## src/rtl/mdr_pkg.sv

```systemverilog
// mdr_pkg: shared types and defaults for the pulse stretcher slice.
//   stretch_state_t    : pulse_stretcher FSM encoding
//   STRETCH_CYCLES_DEF : default high period in clk cycles
//   GAP_CYCLES_DEF     : default minimum low gap in clk cycles
//   max_int            : helper used to size the shared down-counter
package mdr_pkg;

  typedef enum logic [1:0] {
    ST_IDLE  = 2'd0,
    ST_HOLD  = 2'd1,
    ST_GUARD = 2'd2
  } stretch_state_t;

  localparam int STRETCH_CYCLES_DEF = 16;
  localparam int GAP_CYCLES_DEF     = 2;

  function automatic int max_int(input int a, input int b);
    return (a > b) ? a : b;
  endfunction

endpackage

```

## src/rtl/pulse_hold_counter.sv

```systemverilog
// pulse_hold_counter: CNT_W-bit down-counter used for both the high period
// and the low gap of pulse_stretcher. Load has priority over decrement, and
// decrement saturates at zero so the count never wraps.
// Ports:
//   clk       in   clock, rising edge
//   rst       in   asynchronous reset, active-low
//   enb       in   clock enable; low freezes the count
//   sync_rst  in   synchronous clear, active-high, priority over enb
//   load      in   load load_val on the next enabled edge
//   load_val  in   value to load
//   dec       in   decrement by one on the next enabled edge (if nonzero)
//   value     out  current count
//   zero      out  count equals zero (terminal count)
module pulse_hold_counter #(
  parameter int CNT_W = 5
) (
  input  logic             clk,
  input  logic             rst,
  input  logic             enb,
  input  logic             sync_rst,
  input  logic             load,
  input  logic [CNT_W-1:0] load_val,
  input  logic             dec,
  output logic [CNT_W-1:0] value,
  output logic             zero
);

  localparam logic [CNT_W-1:0] ONE = CNT_W'(1);

  always_ff @(posedge clk or negedge rst) begin
    if (!rst) begin
      value <= '0;
    end else if (sync_rst) begin
      value <= '0;
    end else if (enb) begin
      if (load) begin
        value <= load_val;
      end else if (dec && (value != '0)) begin
        value <= value - ONE;
      end
    end
  end

  assign zero = (value == '0);

endmodule

```

## src/rtl/pulse_stretcher.sv

```systemverilog
// pulse_stretcher: turns a single-cycle request pulse into a level held high
// for STRETCH_CYCLES enabled cycles, followed by at least GAP_CYCLES low
// cycles. One pulse arriving during the gap is queued (pending); any further
// pulse that cannot be honoured sets the sticky overrun flag.
//
// Build option: define PULSE_STRETCH_RETRIGGER_EN to let a pulse during the
// high period restart it (level extended). Without it such a pulse is
// dropped and flagged as overrun.
//
// Ports:
//   clk        in   clock, rising edge
//   rst        in   asynchronous reset, active-low
//   enb        in   clock enable; low freezes all state, pulse_in ignored
//   sync_rst   in   synchronous clear, active-high, priority over enb
//   pulse_in   in   request pulse
//   level_out  out  stretched level (registered)
//   busy       out  not idle, or a request is pending
//   overrun    out  sticky lost-pulse flag, cleared by rst / sync_rst
//
// state    | meaning
// ---------+-----------------------------------------------------------
// ST_IDLE  | level low, waiting for a pulse
// ST_HOLD  | level high, counter runs down the remaining high cycles
// ST_GUARD | level low, counter runs down the mandatory gap
module pulse_stretcher
  import mdr_pkg::*;
#(
  parameter int STRETCH_CYCLES = STRETCH_CYCLES_DEF,
  parameter int GAP_CYCLES     = GAP_CYCLES_DEF
) (
  input  logic clk,
  input  logic rst,
  input  logic enb,
  input  logic sync_rst,
  input  logic pulse_in,
  output logic level_out,
  output logic busy,
  output logic overrun
);

  localparam int CNT_W = $clog2(max_int(STRETCH_CYCLES, GAP_CYCLES) + 1);

  // Counter holds "cycles left after this one", hence the -1 on reload.
  localparam logic [CNT_W-1:0] STRETCH_LOAD = CNT_W'(STRETCH_CYCLES - 1);
  localparam logic [CNT_W-1:0] GAP_LOAD     = CNT_W'(GAP_CYCLES - 1);

  stretch_state_t   state, next_state;
  logic             pending, pending_next;
  logic             overrun_q, overrun_next;
  logic             level_q, level_next;
  logic             cnt_load, cnt_dec, cnt_zero;
  logic [CNT_W-1:0] cnt_load_val;
  logic [CNT_W-1:0] cnt_value;

  pulse_hold_counter #(
    .CNT_W (CNT_W)
  ) u_cnt (
    .clk      (clk),
    .rst      (rst),
    .enb      (enb),
    .sync_rst (sync_rst),
    .load     (cnt_load),
    .load_val (cnt_load_val),
    .dec      (cnt_dec),
    .value    (cnt_value),
    .zero     (cnt_zero)
  );

  // State register plus the flags that move with it.
  always_ff @(posedge clk or negedge rst) begin
    if (!rst) begin
      state     <= ST_IDLE;
      pending   <= 1'b0;
      overrun_q <= 1'b0;
      level_q   <= 1'b0;
    end else if (sync_rst) begin
      state     <= ST_IDLE;
      pending   <= 1'b0;
      overrun_q <= 1'b0;
      level_q   <= 1'b0;
    end else if (enb) begin
      state     <= next_state;
      pending   <= pending_next;
      overrun_q <= overrun_next;
      level_q   <= level_next;
    end
  end

  // Next-state logic. The counter is gated by enb on its own, so these
  // controls only take effect on enabled edges.
  always_comb begin
    next_state   = state;
    pending_next = pending;
    overrun_next = overrun_q;
    level_next   = level_q;
    cnt_load     = 1'b0;
    cnt_load_val = STRETCH_LOAD;
    cnt_dec      = 1'b0;

    case (state)
      ST_IDLE: begin
        level_next = 1'b0;
        if (pulse_in) begin
          next_state   = ST_HOLD;
          cnt_load     = 1'b1;
          cnt_load_val = STRETCH_LOAD;
          level_next   = 1'b1;
        end
      end

      ST_HOLD: begin
        level_next = 1'b1;
        if (cnt_zero) begin
          next_state   = ST_GUARD;
          cnt_load     = 1'b1;
          cnt_load_val = GAP_LOAD;
          level_next   = 1'b0;
        end else begin
          cnt_dec = 1'b1;
        end
        // A pulse on the exit edge still counts as a pulse in HOLD, so this
        // overrides the exit decided above.
        if (pulse_in) begin
`ifdef PULSE_STRETCH_RETRIGGER_EN
          next_state   = ST_HOLD;
          cnt_load     = 1'b1;
          cnt_load_val = STRETCH_LOAD;
          cnt_dec      = 1'b0;
          level_next   = 1'b1;
`else
          overrun_next = 1'b1;
`endif
        end
      end

      ST_GUARD: begin
        level_next = 1'b0;
        if (cnt_zero) begin
          if (pending || pulse_in) begin
            // Pending already queued and another pulse arrives: the new one is lost.
            if (pending && pulse_in) begin
              overrun_next = 1'b1;
            end
            next_state   = ST_HOLD;
            cnt_load     = 1'b1;
            cnt_load_val = STRETCH_LOAD;
            pending_next = 1'b0;
            level_next   = 1'b1;
          end else begin
            next_state = ST_IDLE;
          end
        end else begin
          cnt_dec = 1'b1;
          if (pulse_in) begin
            if (pending) begin
              overrun_next = 1'b1;
            end else begin
              pending_next = 1'b1;
            end
          end
        end
      end

      default: begin
        next_state = ST_IDLE;
        level_next = 1'b0;
      end
    endcase
  end

  // Outputs
  always_comb begin
    level_out = level_q;
    overrun   = overrun_q;
    busy      = (state != ST_IDLE) || pending;
  end

endmodule

```

## config.mk

```make
export PLATFORM = sky130hd
export DESIGN_NAME = pulse_stretcher
export DESIGN_NICKNAME = d
export VERILOG_FILES = /design/src/rtl/mdr_pkg.sv /design/src/rtl/pulse_hold_counter.sv /design/src/rtl/pulse_stretcher.sv
export SDC_FILE = /design/constraint.sdc
export NUM_CORES = 1
export LEC_CHECK = 0
export CAP_MARGIN = 40
export CORE_MARGIN = 3
export CORE_UTILIZATION = 53
export DETAILED_ROUTE_END_ITERATION = 12
export PLACE_DENSITY = 0.73
export SYNTH_ARGS = -nofsm -noshare
export SYNTH_HDL_FRONTEND = slang
export SYNTH_SLANG_ARGS = --single-unit
```

## constraint.sdc

```tcl
create_clock -name clk -period 5.2 [get_ports clk]
set_clock_uncertainty 0.15 [all_clocks]
set_input_delay 1.04 -clock clk [delete_from_list [all_inputs] [get_ports clk]]
set_output_delay 1.04 -clock clk [all_outputs]
set_load 0.02 [all_outputs]
```

==> qor.yml <==
logic_synthesis:
  synth_top_area_share_pct: 31.1
  synthTopCellsByArea: "dfrtp_1, ha_1, inv_1"
  yosysMostFrequentCell: "dfrtp_1"
  seq_area_frac_synth_pct: 31.1
  synth_cell_types: 41
  synth_nets: 96
  synth_flop_cell: "dfrtp_1"
  yosys_warnings: 0
  ys_ff_latch: 10
  syn_inst: 84
  synth_edf_count: 0
  ys_top_cells_by_count: "dfrtp_1, ha_1, inv_1, nor2_1, o21ai_0"
  ys_async_sr_fraction_pct: 100
  synth_area_per_cell_um2: 9.59
  yosysTopAreaCell: "dfrtp_1"
  syn_area_um2: 806
hold_path:
  min_path_type: "flop to flop"
sta:
  hold_viol_final: 0
  period_minus_slack_ps: 2920
  max_freq_mhz: 342
  drv_slew: 0
  tightest_slew_ps: 515
  setup_viol: 0
  worst_slack_ps: 2280
  max_slew_margin_pct: 65.6
  rsz0062_at_grt: "no"
  period_share_pct: 56.2
  final.setup.tns_ps: 0
placed_design:
  io_buffers: 7
  dp.cells: 104
  place.gp.congestion: 0.822
  hpwl_um: 1260
  pre_cts_slack_ps: 2190
  placed_cell_area_um2: 878
cts:
  post-cts-setup-buffers: 0
  clkLatencyLatePin_ps: 270
  cts_resized: 0
  path_clk_slew_ps: 70
  cts_max_level: 1
  cts_root_buf: "clkbuf_4"
  cts_tree: "done"
  cts_buffers: 3
  cts_sinks: 10
  hold_buffers: 0
  cts_max_path_buffers: 2
finish:
  fin_cells: 107
  drive_gt1_share_pct: 17.4
  num_antenna_cells: 0
  area_growth_pct: 11.8
  nNetsFinal: 106
  fin_area_um2: 901
worst_setup_path:
  end_kind: "output port"
  critPathMaxFanout: 6
  reg2reg_slack_ps: 2870
  regToRegStartpoint: "u_cnt.value[0]"
  worstPathRequired_ps: 4010
  crit_path_end: "busy"
  worstSetupPathType: "flop to output port"
  cp-start-kind: "flop"
  r2r_end: "u_cnt.value[3]"
  crit_arrival_ps: 1730
  startpoint: "state[0]"
  reg2reg_depth: 7
floorplanning:
  ios: 8
  rows: 13
  dieArea_mm2: 0.00202
  die_h_um: 45.0
  core_mm2: 0.00137
  die_width_um: 45.0
  initial_utilization_pct: 59.0
global_route:
  overflow: 0
  grt_pass1_wl_um: 2950
  grt_antenna_before_repair: 0
  grt_usage_pct: 20.3
  grt_pass1_vias: 645
  grt_max_degree: 15
route:
  drt-initial-drc-count: 25
  postRouteAntennaNets: 0
  drt_pass1_iterations: 4
  num_vias: 670
  via_per_inst: 6.26
  drc: 0
  drt-total-wl_um: 1630
  wl_per_cell_um: 15.2
power_and_ir_drop:
  finalPower_mw: 0.382
  power-per-cell-area_mw_per_mm2: 424
  peakVddDrop_mv: 0.220
  p_leak_nw: 0.385
flow_run:
  drv_cap: 0
status:
  status: "completed"
-- worst max-delay path, stage by stage, from the launching register on --
cell and delay (ps):
dfrtp_1 420, inv_1 80, ha_1 280, nand2b_1 100, clkdlybuf4s50_1 590
-- registers in the layout, indices dropped and copies added, names as in the netlist --
signal and count:
u_cnt.value 5, state 2, level_out 1, overrun 1, pending 1
-- through the flow --
stage               util [%]  hold WS, ps
global placement        64.3          350
floorplan                  -          378
finish                  65.9          374
CTS                     65.9          367
global route            65.9          397
detailed placement      64.3          352
-- cell usage in the layout (no fill, tap or decap), types with 2 or more instances in the layout --
| master | instances |
|---|---|
| dfrtp_1 | 10 |
| inv_1 | 7 |
| nor2_1 | 7 |
| ha_1 | 7 |
| clkdlybuf4s50_1 | 7 |
| o21ai_0 | 4 |
| nand2b_1 | 3 |
| nand3_1 | 3 |
| a21oi_1 | 3 |
| a31oi_1 | 3 |
| nand2_1 | 3 |
| clkbuf_4 | 3 |
| o21ai_2 | 2 |
| nor3_1 | 2 |
| a311oi_1 | 2 |
-- power by group --
group          switching (mW)  internal (mW)
sequential             0.0234         0.0972
clock                  0.0262         0.0267
combinational           0.116         0.0925
total                   0.165          0.216
-- final cells by class --
type,instances,area [µm²]
repair buffers,7,70.1
flip-flops and latches,10,250
fillers,117,465
clock buffers,3,22.5
multi-input cells,65,513
inverters,7,26.3
well taps,15,18.8
-- metal layers --
layer / part of all wire [%] / wire (µm) / up-vias / global-route usage [%]
met5: 0 / 0 / - / 0
met4: 2.5 / 40 / 0 / 11.1
met3: 5.3 / 86 / 5 / 3.19
met2: 41 / 666 / 20 / 27.7
met1: 51 / 833 / 310 / 30.0
li1: - / - / 335 / -
-- how the worst min path moves through the flow --
stage               startpoint         to  slack [ps]  cells after the start
floorplan             state[1]   state[1]         380                      2
global placement       overrun    overrun         350                      2
detailed placement   level_out  level_out         350                      1
CTS                  level_out  level_out         370                      1
global route         level_out  level_out         400                      1
finish               level_out  level_out         370                      1
-- kinds of logic (layout without fill, tap and decap cells) --
logic type                 Yosys count  in the layout  share of synthesized area [%]
AOI/OAI and AO/OA                   27             27                           27.8
adders and majority gates            7              7                           10.9
buffers and inverters                9             17                           5.28
DFF                                 10             10                           31.1
muxes                                1              1                           1.24
and+or+nand+nor                     30             30                           23.8
No activity file was read; power rests on OpenSTA's default activity.
==> variant 1, RTL diff (config.mk and constraints unchanged) <==
Make the reset (`rst`) synchronous in 2 clocked blocks. Comments in the files are not updated.
--- a/src/rtl/pulse_hold_counter.sv
+++ b/src/rtl/pulse_hold_counter.sv
@@ -28,5 +28,5 @@
   localparam logic [CNT_W-1:0] ONE = CNT_W'(1);
 
-  always_ff @(posedge clk or negedge rst) begin
+  always_ff @(posedge clk) begin
     if (!rst) begin
       value <= '0;
--- a/src/rtl/pulse_stretcher.sv
+++ b/src/rtl/pulse_stretcher.sv
@@ -68,5 +68,5 @@
 
   // State register plus the flags that move with it.
-  always_ff @(posedge clk or negedge rst) begin
+  always_ff @(posedge clk) begin
     if (!rst) begin
       state     <= ST_IDLE;
Formal check against the unedited RTL: differs if rst is asserted again (counterexample within 4 cycles, from zero or initial values and one cycle with rst low); with rst held inactive, the same outputs for 10 cycles.
==> variant 1 against the unedited design <==
- sequential cell count unchanged
- global-route usage fell by 0.92 points
- worst setup slack better by 0.12 ns
- sequential share of layout area shrank 3.0 points
- first-iteration DRC count is the same
- non-clock buffer count unchanged
- wire length fell by 6.9%
- register-to-register slack better by 0.06 ns
- area after synthesis decreased by 15%
- cell count up 1.9%
- count of clock-buffer cells in the layout rose by 1
- final area decreased by 10%
- largest cell class unchanged
Power is not compared: it rests on default switching activity, and its combinational part moved more than twofold at a synthesized area within 25%.
==> variant 1: results (changes against the unedited design) <==
- Outcome: complete, no violations
- The number of multi-input combinational cells in the layout is 66 (+1.5%).
- The most used flip-flop cell after synthesis is sky130_fd_sc_hd__dfxtp_1.
* FFs w/ async S/R, synth: 0 (-1.00)
- The portion of the post-synthesis area used by sequential elements is 0.291 (-0.0191).
- Normalized max-slew margin: 0.520 (-0.135)
- Number of cells in the design after placement: 105 (+0.96%)
* Count of unique library cells instantiated by Yosys: 30 (-27%)
- Half-perimeter wire length after placement: 1170 um (-7.2%)
- The number of inserted filler cells in the final layout came to 95 (-19%).
- Vias per cell: 5.98 (-4.5%)
- The share of the synthesized area in compound gates (AO/OA/AOI/OAI) was 0.277 (-0.00108).
* Register Area: 200 um^2 (-20%)
- Most instantiated cells after synthesis: 11 x sky130_fd_sc_hd__nor2_1, 10 x sky130_fd_sc_hd__dfxtp_1, 8 x sky130_fd_sc_hd__inv_1
- Fraction of layout cells with a size suffix above 1: 0.0947 (-0.0792)
- The standard cell area after detailed placement was 771 um^2 (-12%).
* Vias in the first global route: 595 (-7.8%)
- CTS clock-pin slew for the worst setup and hold paths: 0.07 ns (about the same)
- Hold Path Origin: level_out$_SDFFE_PP0P_
- The multi-input gate share of total cell area came to 0.561 (-0.00820).
* Largest cells by area after synthesis: sky130_fd_sc_hd__dfxtp_1 29%, sky130_fd_sc_hd__ha_1 11%, sky130_fd_sc_hd__nor2_1 6.0%
- The total detailed-routing wirelength was 1510 um (-6.9%).
- Non-clock buffering overhead: 0.0868 (+0.00904)
- Mean cell area of the mapped netlist: 8.08 um^2 (-16%)
- The final RePlAce weighted congestion came to 0.857 (+4.3%).
- The first-pass GRT wire length came to 2590 um (-12%).
- The non-clock inverter count in the final layout is 8 (+1).
* WL per Instance: 13.9 um (-8.6%)
* Final design utilization: 0.698 (+0.0387)
- The arrival time of data at the critical path endpoint came to 1.61 ns (-0.12 ns).
- Syn Nets: 96 (unchanged)
- The clock buffer count is 4 (+1).
- Number of buffers created by CTS: 3 (unchanged)
- Largest net degree at the start of global routing: 9 (-6)
- Worst setup path start: state[0]$_SDFFE_PP0P_
* Tap cell instance count: 14 (-1)
- Share of cell area taken by muxes after synthesis: 0.0146 (+0.00215)
- Worst slack at placement: 2.23 ns (+0.0368 ns)
- Critical path peak fanout: 4 (-2)
- The clock network contribution to total cell area was 0.0450 (+0.0200).
- Post-Synth Adder-Cell Area: 0.109 (+0.000594)
- The worst register-to-register path begins at u_cnt.value[0]$_SDFFE_PP0P_.
variant 1: cell types whose count changed after synthesis, moves of 2 or more:
cell                       unedited run  this run
sky130_fd_sc_hd__dfrtp_1             10         0
sky130_fd_sc_hd__dfxtp_1              0        10
sky130_fd_sc_hd__nand2_1              3         7
sky130_fd_sc_hd__nor2_1               7        11
sky130_fd_sc_hd__nand3_1              3         0
sky130_fd_sc_hd__o21ai_0              4         7
sky130_fd_sc_hd__nor2b_1              0         2
sky130_fd_sc_hd__o21ai_1              0         2
sky130_fd_sc_hd__o21ai_2              2         0
sky130_fd_sc_hd__o221ai_1             0         2
variant 1: cell families (layout without fill, tap and decap cells):
group | after synthesis | count (layout)
and+or+nand+nor | 33 | 33
AOI/OAI and AO/OA | 26 | 26
DFF | 10 | 10
buffers and inverters | 9 | 19
adders and majority gates | 6 | 6
muxes | 1 | 1
variant 1: metal layers:
| layer | wire, um | vias up | track usage |
|---|---|---|---|
| met3 | 102 | 2 | 0.0773 |
| met2 | 689 | 24 | 0.281 |
| met4 | 15 | 0 | 0.0833 |
| met1 | 707 | 302 | 0.250 |
| met5 | 0 | - | 0 |
| li1 | - | 324 | - |
variant 1: critical path, cell delays in order (launching register included):
cell and delay (ns):
sky130_fd_sc_hd__dfxtp_1 0.37, sky130_fd_sc_hd__inv_1 0.08, sky130_fd_sc_hd__ha_1 0.22, sky130_fd_sc_hd__nand2b_1 0.07, sky130_fd_sc_hd__clkdlybuf4s50_1 0.59
variant 1: path summary, 6_finish.rpt:
check                                     end  slack, ns  depth (start not counted)
setup / recovery                         busy       2.40                          4
hold reg to reg        level_out$_SDFFE_PP0P_       0.32                          2
hold / removal         level_out$_SDFFE_PP0P_       0.32                          2
setup reg to reg  u_cnt.value[2]$_SDFFE_PP0P_       2.93                          7
==> variant 2, RTL diff (same settings) <==
Without the edit above. Build with the macro `PULSE_STRETCH_RETRIGGER_EN` defined.
--- a/src/rtl/pulse_stretcher.sv
+++ b/src/rtl/pulse_stretcher.sv
@@ -23,4 +23,6 @@
 // ST_HOLD  | level high, counter runs down the remaining high cycles
 // ST_GUARD | level low, counter runs down the mandatory gap
+`define PULSE_STRETCH_RETRIGGER_EN
+
 module pulse_stretcher
   import mdr_pkg::*;
Check against the original RTL: not equivalent (Yosys sat finds a counterexample within 4 cycles, from zero or initial values and one cycle with rst low).
==> variant 2 against the unedited design <==
- sequential share of layout area grew 1.3 points
- critical endpoint is now u_cnt.value[2]$_DFFE_PN0P_
- critical path type is now in2reg
- final area is 4.6% lower
- worst setup slack improved by 0.021 ns
- first-iteration DRC count shrank 36%
- die area down 6.3%
- combinational power decreased by 31%
- wire length is 0.98% lower
- total power fell by 14%
- register-to-register slack lost 0.06 ns
- core utilization up 4.7 points
- largest cell class unchanged
- sequential cell count did not move
- synthesized cell count up 2.4%
- area after synthesis is 7.3% lower
- highest routed layer unchanged
==> variant 2: results (changes against the unedited design) <==
- Outcome: complete, no violations
- The clock-pin transition on the worst setup and hold timing paths is 0.07 ns (about the same).
* Critical path peak fanout: 9 (+3)
- The async set-reset flop share out of synthesis was 1.00 (unchanged).
* GRT Total Usage: 0.192 (-0.0109)
- Post-synthesis sequential area ratio: 0.335 (+0.0244)
* Number of levels in the clock H-tree: 1 (unchanged)
* Most instantiated cells after synthesis: 10 x sky130_fd_sc_hd__dfrtp_1, 10 x sky130_fd_sc_hd__nor2_1, 8 x sky130_fd_sc_hd__a21oi_1, 8 x sky130_fd_sc_hd__o21ai_0
* Half-perimeter wire length after placement: 1170 um (-6.9%)
* Normalized max-slew margin: 0.577 (-0.0784)
* Master cell of the clock root buffer: sky130_fd_sc_hd__clkbuf_4
* Min-Delay Path Class: reg2reg
- The count of input and output buffers was 7 (unchanged).
* Number of DRC markers after the initial detailed-route iteration: 16 (-36%)
- The number of antenna repair diodes is 0 (unchanged).
* Largest net degree at the start of global routing: 12 (-3)
- The switching power as a share of total power came to 0.384 (-0.0496).
- Wire length of the first global-routing pass: 2730 um (-7.3%)
- Fraction of layout cells with a size suffix above 1: 0.106 (-0.0675)
- Yosys attributes the largest share of cell area to sky130_fd_sc_hd__dfrtp_1 34%, sky130_fd_sc_hd__ha_1 10%, sky130_fd_sc_hd__a21oi_1 5.4%.
- The cell depth of the worst flop-to-flop path came to 6 (-1).
* WL per Instance: 14.9 um (-1.9%)
- The largest registers in the layout are u_cnt.value x5, state x2.
* Cell leakage power: 0.391 nW (+1.5%)
- Post-CTS repair timing setup buffer count: 0 (unchanged)
* Worst slack at placement: 2.05 ns (-0.135 ns)
* Arrival time of the worst setup path: 2.92 ns (+1.19 ns)
- Final-report hold violation count: 0 (unchanged)
* Vias per cell: 6.19 (-1.2%)
* CTS Buffer Depth: 2 (unchanged)
- The standard cell area after detailed placement was 823 um^2 (-6.3%).
- Post_cts resized: 0 (unchanged)
* Syn Nets: 97 (+1.0%)
- In the synthesized netlist the dominant register cell turns out to be sky130_fd_sc_hd__dfrtp_1.
- Antenna violations before repair: 0 (unchanged)
- The worst IR drop on VDD was 0.209 mV (-5.0%).
- Vias in the first global route: 616 (-4.5%)
* Count of unique library cells instantiated by Yosys: 31 (-24%)
- Total number of yosys warnings: 0 (unchanged)
- The total CTS buffers came to 3 (unchanged).
* Worst hold stages: 1 (unchanged)
- The detailed-router iteration count before antenna repair is 4 (unchanged).
- For the worst-skew pair, the clock arrives at the later sink with an insertion delay of 0.28 ns.
- Global placer's final weighted congestion: 0.860 (+4.6%)
- The number of nets in the layout was 106 (unchanged).
## variant 2: kinds of logic (layout without fill, tap and decap cells)
group	Yosys count	after routing	synth area share
adder cells (fa/ha/maj)	6	6	0.100
flip-flops	10	10	0.335
AND/OR/NAND/NOR	31	31	0.251
AO/OA/AOI/OAI	30	30	0.268
buffers and inverters	9	17	0.0452
## variant 2: final timing paths
| check | start | to | slack (ns) |
|---|---|---|---|
| min in group asynchronous | rst | pending$_DFFE_PN0P_ | 0.93 |
| setup / recovery | pulse_in | u_cnt.value[2]$_DFFE_PN0P_ | 2.30 |
| hold / removal | level_out$_DFFE_PN0N_ | level_out$_DFFE_PN0N_ | 0.35 |
| setup reg to reg | u_cnt.value[0]$_DFFE_PN0P_ | u_cnt.value[2]$_DFFE_PN0P_ | 2.81 |
| max in group asynchronous | rst | overrun$_DFFE_PN0P_ | 3.66 |
| hold reg to reg | level_out$_DFFE_PN0N_ | level_out$_DFFE_PN0N_ | 0.35 |
## variant 2: stage by stage
| stage | utilization | cells | hold WS (ns) |
|---|---|---|---|
| after global routing | 0.707 | 108 | 0.392 |
| after detailed placement | 0.677 | 104 | 0.344 |
| after CTS | 0.707 | 108 | 0.361 |
| after global placement | 0.677 | 104 | 0.341 |
| after floorplan | - | 86 | 0.350 |
| final | 0.707 | 108 | 0.353 |
## variant 2: power groups by stage
| stage | registers (mW) | clock network (mW) | logic [mW] |
|---|---|---|---|
| 6_report | 0.109 | 0.0741 | 0.144 |
| 5_1_grt | 0.112 | 0.0787 | 0.161 |
| 4_1_cts | 0.109 | 0.0754 | 0.143 |
| 3_5_place_dp | 0.110 | 0 | 0.142 |
| 3_3_place_gp | 0.110 | 0 | 0.140 |
| 2_1_floorplan | 0.109 | 0 | 0.106 |
## variant 2: cell type report
class,count,area [um^2]
multi-input cells,67,463
flip-flops and latches,10,250
well taps,14,17.5
clock buffers,4,36.3
inverters,6,22.5
repair buffers,7,70.1
fillers,88,357
## variant 2: critical path, cell delays in order
cell and delay (ns):
sky130_fd_sc_hd__clkdlybuf4s50_1 0.54, sky130_fd_sc_hd__o21ai_0 0.37, sky130_fd_sc_hd__a211oi_1 0.13, sky130_fd_sc_hd__nor2_1 0.40, sky130_fd_sc_hd__a21oi_1 0.12, sky130_fd_sc_hd__a211o_2 0.32
## variant 2: per-layer routing
metal	vias to the layer above	track usage	routed length [um]
met5	-	0	0
met4	0	0.0904	31
met3	5	0.0373	92
met2	26	0.262	697
met1	307	0.285	787
li1	330	-	-
